[config.mk]
export PLATFORM = sky130hd
export DESIGN_NAME = mem_stage
export DESIGN_NICKNAME = d
export VERILOG_FILES = /design/src/rtl/pipeline_pkg.sv /design/src/rtl/load_align.sv /design/src/rtl/mem_stage.sv
export SDC_FILE = /design/constraint.sdc
export NUM_CORES = 1
export LEC_CHECK = 0
export CAP_MARGIN = 20
export CORE_AREA = 2 2 166 168
export DETAILED_ROUTE_END_ITERATION = 6
export DIE_AREA = 0 0 168 170
export PLACE_DENSITY = 0.5
export SYNTH_ARGS = -nofsm -noshare
export SYNTH_HDL_FRONTEND = slang
export SYNTH_HIERARCHICAL = 1
export SYNTH_SLANG_ARGS = --single-unit
[constraint.sdc]
create_clock -name clk -period 2.6 [get_ports clk]
set_input_delay 0.52 -clock clk [delete_from_list [all_inputs] [get_ports clk]]
set_output_delay 0.52 -clock clk [all_outputs]
set_load 0.02 [all_outputs]
[src/rtl/pipeline_pkg.sv]
// pipeline_pkg: shared bus layouts, mem_control fields and mem-stage FSM encoding
package pipeline_pkg;
  localparam int EXE_MEM_W = 157;
  localparam int MEM_WB_W = 121;
  localparam int MC_LOAD = 5;
  localparam int MC_STORE = 4;
  localparam int MC_SIZE_HI = 3;
  localparam int MC_SIZE_LO = 2;
  localparam int MC_SIGN = 1;
  localparam logic [1:0] SZ_BYTE = 2'b00;
  localparam logic [1:0] SZ_HALF = 2'b01;
  typedef enum logic [1:0] {S_IDLE, S_WAIT, S_DONE} mem_state_e;
  typedef struct packed {
    logic [5:0]  mem_control;
    logic [31:0] store_data;
    logic [31:0] exe_result;
    logic [31:0] lo_result;
    logic        hi_write;
    logic        lo_write;
    logic        mfhi;
    logic        mflo;
    logic        mtc0;
    logic        mfc0;
    logic [7:0]  cp0r_addr;
    logic        syscall;
    logic        eret;
    logic        rf_wen;
    logic [4:0]  rf_wdest;
    logic [31:0] pc;
    logic        brk;
  } exe_mem_t;
  typedef struct packed {
    logic        rf_wen;
    logic [4:0]  rf_wdest;
    logic [31:0] mem_result;
    logic [31:0] lo_result;
    logic        hi_write;
    logic        lo_write;
    logic        mfhi;
    logic        mflo;
    logic        mtc0;
    logic        mfc0;
    logic [7:0]  cp0r_addr;
    logic        syscall;
    logic        eret;
    logic [31:0] pc;
    logic        brk;
    logic        adel;
    logic        ades;
  } mem_wb_t;
endpackage

[src/rtl/load_align.sv]
// load_align: selects the addressed byte/half of a RAM word and sign- or zero-extends it
module load_align
  import pipeline_pkg::*;
(
  input  logic [31:0] rdata,
  input  logic [1:0]  addr,
  input  logic [1:0]  size,
  input  logic        sign,
  output logic [31:0] data
);
  logic [7:0]  b;
  logic [15:0] h;
  always_comb begin
    b = rdata[{addr, 3'b000} +: 8];
    h = addr[1] ? rdata[31:16] : rdata[15:0];
    data = size == SZ_BYTE ? {{24{sign & b[7]}}, b} : size == SZ_HALF ? {{16{sign & h[15]}}, h} : rdata;
  end
endmodule

[src/rtl/mem_stage.sv]
// mem_stage: memory-access stage issuing data-RAM loads/stores and holding the result until write-back accepts it
module mem_stage
  import pipeline_pkg::*;
(
  input  logic                 clk,
  input  logic                 reset,
  input  logic                 MEM_valid,
  input  logic [EXE_MEM_W-1:0] EXE_MEM_bus_r,
  input  logic                 WB_allow_in,
  input  logic                 cancel,
  input  logic [31:0]          dm_rdata,
  output logic [31:0]          dm_addr,
  output logic [3:0]           dm_wen,
  output logic [31:0]          dm_wdata,
  output logic                 MEM_over,
  output logic [MEM_WB_W-1:0]  MEM_WB_bus,
  output logic [4:0]           MEM_wdest,
  output logic [31:0]          MEM_pc
);
  exe_mem_t    e;
  mem_wb_t     w;
  mem_state_e  state_q, state_d;
  logic [31:0] buf_q, buf_d, ld_data, mem_result;
  logic [1:0]  a, sz;
  logic        ld, st, mis, idle, kill, unused_rsvd;
  assign e = EXE_MEM_bus_r;
  assign a = e.exe_result[1:0];
  assign sz = e.mem_control[MC_SIZE_HI:MC_SIZE_LO];
  assign ld = e.mem_control[MC_LOAD];
  assign st = e.mem_control[MC_STORE];
  assign unused_rsvd = e.mem_control[0];
  load_align u_align (
    .rdata (dm_rdata),
    .addr  (a),
    .size  (sz),
    .sign  (e.mem_control[MC_SIGN]),
    .data  (ld_data)
  );
  always_comb begin
    idle = state_q == S_IDLE;
    kill = cancel | reset;
    mis = (ld | st) & (sz == SZ_BYTE ? 1'b0 : sz == SZ_HALF ? a[0] : |a);
    MEM_over = MEM_valid & ~kill & ~(idle & ld & ~mis);
    dm_wen = idle & MEM_valid & ~kill & st & ~mis
      ? (sz == SZ_BYTE ? 4'b0001 << a : sz == SZ_HALF ? (a[1] ? 4'b1100 : 4'b0011) : 4'b1111)
      : 4'b0000;
    dm_wdata = sz == SZ_BYTE ? {4{e.store_data[7:0]}} : sz == SZ_HALF ? {2{e.store_data[15:0]}} : e.store_data;
    mem_result = state_q == S_DONE ? buf_q : (ld & ~mis) ? ld_data : e.exe_result;
    buf_d = MEM_over & state_q != S_DONE ? mem_result : buf_q;
    state_d = cancel ? S_IDLE
      : idle ? (MEM_valid & ld & ~mis ? S_WAIT : MEM_over & ~WB_allow_in ? S_DONE : S_IDLE)
      : WB_allow_in ? S_IDLE : S_DONE;
  end
  always_ff @(posedge clk) begin
    if (reset) begin
      state_q <= S_IDLE;
      buf_q <= '0;
    end else begin
      state_q <= state_d;
      buf_q <= buf_d;
    end
  end
  assign w = '{e.rf_wen, e.rf_wdest, mem_result, e.lo_result, e.hi_write, e.lo_write, e.mfhi, e.mflo,
               e.mtc0, e.mfc0, e.cp0r_addr, e.syscall, e.eret, e.pc, e.brk, ld & mis, st & mis};
  assign MEM_WB_bus = w;
  assign dm_addr = e.exe_result;
  assign MEM_wdest = e.rf_wdest & {5{MEM_valid}};
  assign MEM_pc = e.pc;
endmodule

==> results of run 1 <==
==> power by group through the flow <==
stage | combinational, uW | sequential, uW | clock (uW)
global placement | 1210 | 573 | 0
detailed placement | 1210 | 573 | 0
finish | 1460 | 563 | 664
CTS | 1350 | 562 | 699
global route | 1560 | 567 | 711
floorplan | 821 | 571 | 0
==> registers in the layout (all words and copies together) (netlist names) <==
name     flops
state_q      2
buf_q       32
==> through the flow <==
step / instance area, um^2 / util / cells
2_1_floorplan: 4380 / - / 555
3_3_place_gp: 6410 / 0.241 / 1009
3_5_place_dp: 6410 / 0.241 / 1009
4_1_cts: 7200 / 0.270 / 1108
5_1_grt: 7740 / 0.291 / 1129
6_report: 7740 / 0.291 / 1130
==> area by class of cell <==
cell class | instances | share of cell area
timing repair buffer | 420 | 0.505
multi-input combinational | 322 | 0.331
sequential | 34 | 0.0879
tap | 341 | 0.0551
clock buffer | 7 | 0.0184
antenna | 4 | 0.00129
clock inverter | 1 | 0.000646
inverter | 1 | 0.000485
==> path summary, 6_finish.rpt <==
path / from / end
setup / recovery: EXE_MEM_bus_r[87] / MEM_WB_bus[96]
setup reg to reg: state_q[1] / buf_q[28]
hold reg to reg: buf_q[11] / buf_q[11]
hold / removal: buf_q[11] / buf_q[11]
==> kinds of logic (layout without fill, tap and decap cells) <==
group           after synthesis  count (layout)  synth area share
buf+inv                     199             429             0.323
simple gates                134             134             0.157
compound gates              122             122             0.186
mux                          65              65             0.177
flops                        34              34             0.155
xor+xnor                      1               1           0.00200
other cells                   0               4                 0
==> worst max-delay path: stages <==
cell,delay [ns]
buf_8,0.09
mux4_2,0.54
nand3_4,0.16
buf_6,0.16
buf_6,0.11
nand3_4,0.06
mux2i_1,0.17
a21oi_1,0.10
buf_4,0.16
==> per-layer routing <==
| layer | share of wire | vias up |
|---|---|---|
| li1 | - | 2239 |
| met1 | 0.41 | 2158 |
| met2 | 0.50 | 225 |
| met3 | 0.066 | 44 |
| met4 | 0.025 | 2 |
| met5 | 0.00063 | - |
==> cells in the final DEF (no fill, tap or decap), types with 21 or more instances in the layout <==
cell             count
nor2_1              38
dfxtp_1             34
nor2b_1             33
o2bb2ai_1           27
a21oi_1             32
dlygate4sd2_1       28
clkdlybuf4s50_1    141
buf_4              175
buf_6               21
mux2i_1             36
==> repair_timing <==
action / in CTS / in global routing
setup buffers: 91 / 20
setup endpoints to repair: 48 / 45
pin swaps: 9 / 26
resized for setup: 219 / 100
gates cloned: 1 / 4
==> metrics.yaml, run 1 <==
status: "finished, final reports clean"
synth_area_leaders: "buf_4 28%, dfxtp_1 16%, mux2i_1 9.1%"
start_kind: "input pin"
register_area_um2: 681
r2r_cells: 4
die_y_um: 170
gr-total-overflow: 0
synth_top_area_cell: "buf_4"
synthFlopType: "dfxtp_1"
grt_max_degree: 35
antenna_left: 0
busiest_layer: "met2"
cts_hold_buf: 0
worst-setup-path-type: "in -> out"
worst_slack_ns: 0.000653
tightest_slew_ns: 0.430
cts_max_level: 2
clkLatencyLatePin_ns: 0.29
leakage_uw: 0.00352
worstPathMaxFanout: 6
dp_hpwl_um: 15000
cts_sinks: 34
cp.required_ns: 2.08
hold_viol: 0
grt_pass1_vias: 4747
comb_power_share: 0.544
critical_path.endpoint_type: "primary output"
core_area_um2: 26700
powerDensity_nw_per_um2: 347
grt_util_met3: 0.0365
die_x_um: 168
cts_tree: "done"
syn_area_um2: 4380
synth_common_cells: "164 x buf_4, 45 x nor2_1, 40 x mux2i_1"
switching_share: 0.353
gr-usage-met2: 0.241
clock_skew_ns: 0.00562
multi_input_area_um2: 2560
routedWlPerCell_um: 18.4
cts_made_buffers: 5
clk_pin_slew_ns: 0.06
synth_most_common_cell: "buf_4"
hold_path_class: "reg -> reg"
relSlewSlack: 0.713
p_seq_frac: 0.209
synth_top_area_share: 0.281
drv_cap: 0
routed_wl_um: 20700
grt_use_total: 0.134
num_vias: 4668
drive_gt1_frac: 0.413
max_freq_mhz: 385
area_growth_pct: 76.7
period_needed_ns: 2.60
power_uw: 2690
synth_cells: 555
finalSetupViolations: 0
cts-root-buf: "clkbuf_16"
clock_path_buffers: 2
switchingPower_uw: 951
gp_congestion: 0.704
first_iter_violations: 121
report.final.slew_viol_count: 0
drcViolationCount: 0
start_util: 0.164
postSynth.asyncResetShare: 0
io_buffers: 223
hold_depth: 1
rsz0062_at_grt: "yes"
use_met1: 0.153
synth_edf_count: 0
fin_crit_sh: 1.00
p_int_uw: 1740
fillCellCount: 2864
tns_ns: 0
synth_seq_area_share: 0.155
grt_pass1_wl_um: 28500
peakVddDrop_mv: 0.225
nNetsFinal: 978
drtPass1Iterations: 4
hold_ws_ns: 0.464
antenna_found_initial: 6
place_ws_ns: -0.951
synth_seq_cells: 34
ys_warn_count: 6
placementRows: 60
synth_cell_types: 39
r2r_setup_slack_ns: 1.30
io_pins: 421
worstPathArrival_ns: 2.08
synth.avg_cell_area_um2: 7.90
dieArea_um2: 28600
viasPerCell: 4.13
pwr-share-clk: 0.247
synth_fp_nets: 749
Power figures use the tool's default switching activity.
==> inputs of run 2 (changes only) <==
Settings changed: PLACE_DENSITY 0.5 to 0.59.
==> run 2 against run 1 <==
Against the previous run: the run now ends with setup timing left; utilization grew 0.44 points; die area unchanged; critical path type unchanged; clock power is essentially flat.
==> metrics.yaml, run 2 (synthesis results as in run 1) <==
status: "complete, but fails checks"
violations: "setup timing"
start_util: 0.164  # unchanged
core_area_um2: 26700  # unchanged
drcViolationCount: 0  # unchanged
gr-total-overflow: 0  # unchanged
cp.required_ns: 2.08  # about the same
gp_congestion: 0.758  # +7.7%
rsz0062_at_grt: "yes"
final_cell_mix: "195 x buf_4, 140 x clkdlybuf4s50_1, 39 x nor2_1"
relSlewSlack: 0.696  # -0.0162
die_y_um: 170  # unchanged
cp-startpoint: "EXE_MEM_bus_r[87]"
clock_path_buffers: 2  # unchanged
r2r-start: "state_q[1]"
grt_pass1_wl_um: 30600  # +7.3%
hold_ws_ns: 0.465  # +0.000705 ns
cts-root-buf: "clkbuf_16"
period_needed_ns: 2.67  # +0.0727 ns
leakage_uw: 0.00360  # +2.2%
die_x_um: 168  # unchanged
first_iter_violations: 157  # +30%
start_kind: "input pin"
largestRegisters: "buf_q x32, state_q x2"
num_vias: 4782  # +2.4%
routed_wl_um: 21200  # +2.1%
critical_path.endpoint_type: "primary output"
io_pins: 421  # unchanged
worstPathMaxFanout: 4  # -2
drive_gt1_frac: 0.430  # +0.0173
dieArea_um2: 28600  # unchanged
placementRows: 60  # unchanged
hold_path_class: "reg -> reg"
worstHoldStart: "buf_q[26]"
routedWlPerCell_um: 18.7  # +1.6%
dp_hpwl_um: 14800  # -0.76%
report.final.slew_viol_count: 0  # unchanged
antenna_left: 0  # unchanged
cts_hold_buf: 0  # unchanged
viasPerCell: 4.21  # +2.0%
largest_reg_flops: 32  # unchanged
antenna_found_initial: 3  # -3
drtPass1Iterations: 4  # unchanged
clk_pin_slew_ns: 0.06  # about the same
cts_made_buffers: 5  # unchanged
finalSetupViolations: 9  # +9
worstPathArrival_ns: 2.15  # +0.07 ns
max_freq_mhz: 374  # -2.7%
final_common_cell: "buf_4"
powerDensity_nw_per_um2: 348  # about the same
max_flop_register: "buf_q"
hold_viol: 0  # unchanged
cts_max_level: 2  # unchanged
clock_skew_ns: 0.00450  # -0.00112 ns
drv_cap: 0  # unchanged
peakVddDrop_mv: 0.188  # -16%
grt_pass1_vias: 4999  # +5.3%
grt_use_total: 0.145  # +0.0114
worst_slack_ns: -0.0720  # -0.0727 ns
fillCellCount: 2826  # -1.3%
clkLatencyLatePin_ns: 0.30  # about the same
tns_ns: -0.289  # -0.289 ns
tightest_slew_ns: 0.454  # +0.0242 ns
io_buffers: 223  # unchanged
worst-setup-path-type: "in -> out"
area_growth_pct: 79.4
cts_tree: "done"
nNetsFinal: 986  # +0.82%
cts_sinks: 34  # unchanged
fin_crit_sh: 1.03  # +0.0279
place_ws_ns: -0.895  # +0.0566 ns
grt_max_degree: 65  # +86%
run 2: cell count changes in the layout (fill, tap and decap cells not counted), moves of 3 or more:
cell,before,now
buf_4,175,195
buf_2,17,9
buf_6,21,17
dlygate4sd2_1,28,24
o21ai_0,16,12
clkbuf_16,9,6
diode_2,4,1
o2bb2ai_1,27,24
o2bb2ai_2,5,8
run 2: final cells by class:
type | count | area (um^2) | share of cell area
Antenna cell | 1 | 2.50 | 0.000318
Clock buffer | 6 | 139 | 0.0177
Clock inverter | 2 | 12.5 | 0.00159
Inverter | 1 | 3.75 | 0.000477
Multi-Input combinational cell | 322 | 2600 | 0.331
Sequential cell | 34 | 681 | 0.0866
Tap cell | 341 | 427 | 0.0543
Timing Repair Buffer | 428 | 4000 | 0.508
run 2: worst max-delay path, cell delays in order:
cell and delay, ns:
buf_8 0.08, mux4_2 0.54, nand3_4 0.13, buf_12 0.12
buf_8 0.12, buf_6 0.10, nand3_4 0.08, mux2i_1 0.18
a21oi_1 0.10, buf_4 0.17
run 2: per-layer routing:
layer	wire, um	global-route usage	vias to the layer above
met5	27	0	-
met1	8470	0.160	2251
met4	733	0.0609	4
met2	10700	0.267	217
li1	-	-	2249
met3	1230	0.0330	61
run 2: final timing paths:
check                                       to  slack (ns)  cells after the start
worst max-delay path            MEM_WB_bus[93]       -0.07                     10
worst min register to register       buf_q[26]        0.46                      1
worst max register to register       buf_q[27]        1.27                      4
worst min-delay path                 buf_q[26]        0.46                      1
run 2: timing repair:
item / in CTS / in global routing
gates resized for setup: 279 / 66
gates cloned: 4 / 1
pin swaps: 23 / 18
buffers inserted: 131 / 5
setup endpoints to repair: 80 / 52
run 2: stage by stage:
step / util / total power [uW] / cells / area [um^2]
2_1_floorplan: - / 1390 / 555 / 4380
3_3_place_gp: 0.238 / 1760 / 998 / 6340
3_5_place_dp: 0.238 / 1770 / 998 / 6340
4_1_cts: 0.291 / 2740 / 1136 / 7760
5_1_grt: 0.295 / 2890 / 1135 / 7860
6_report: 0.295 / 2730 / 1135 / 7860
run 2: power breakdown:
group	switching (uW)	internal, uW	leakage (uW)	total [uW]
Combinational	664	841	0.00325	1510
Clock	284	381	0.0000729	665
Sequential	15.7	549	0.000277	564
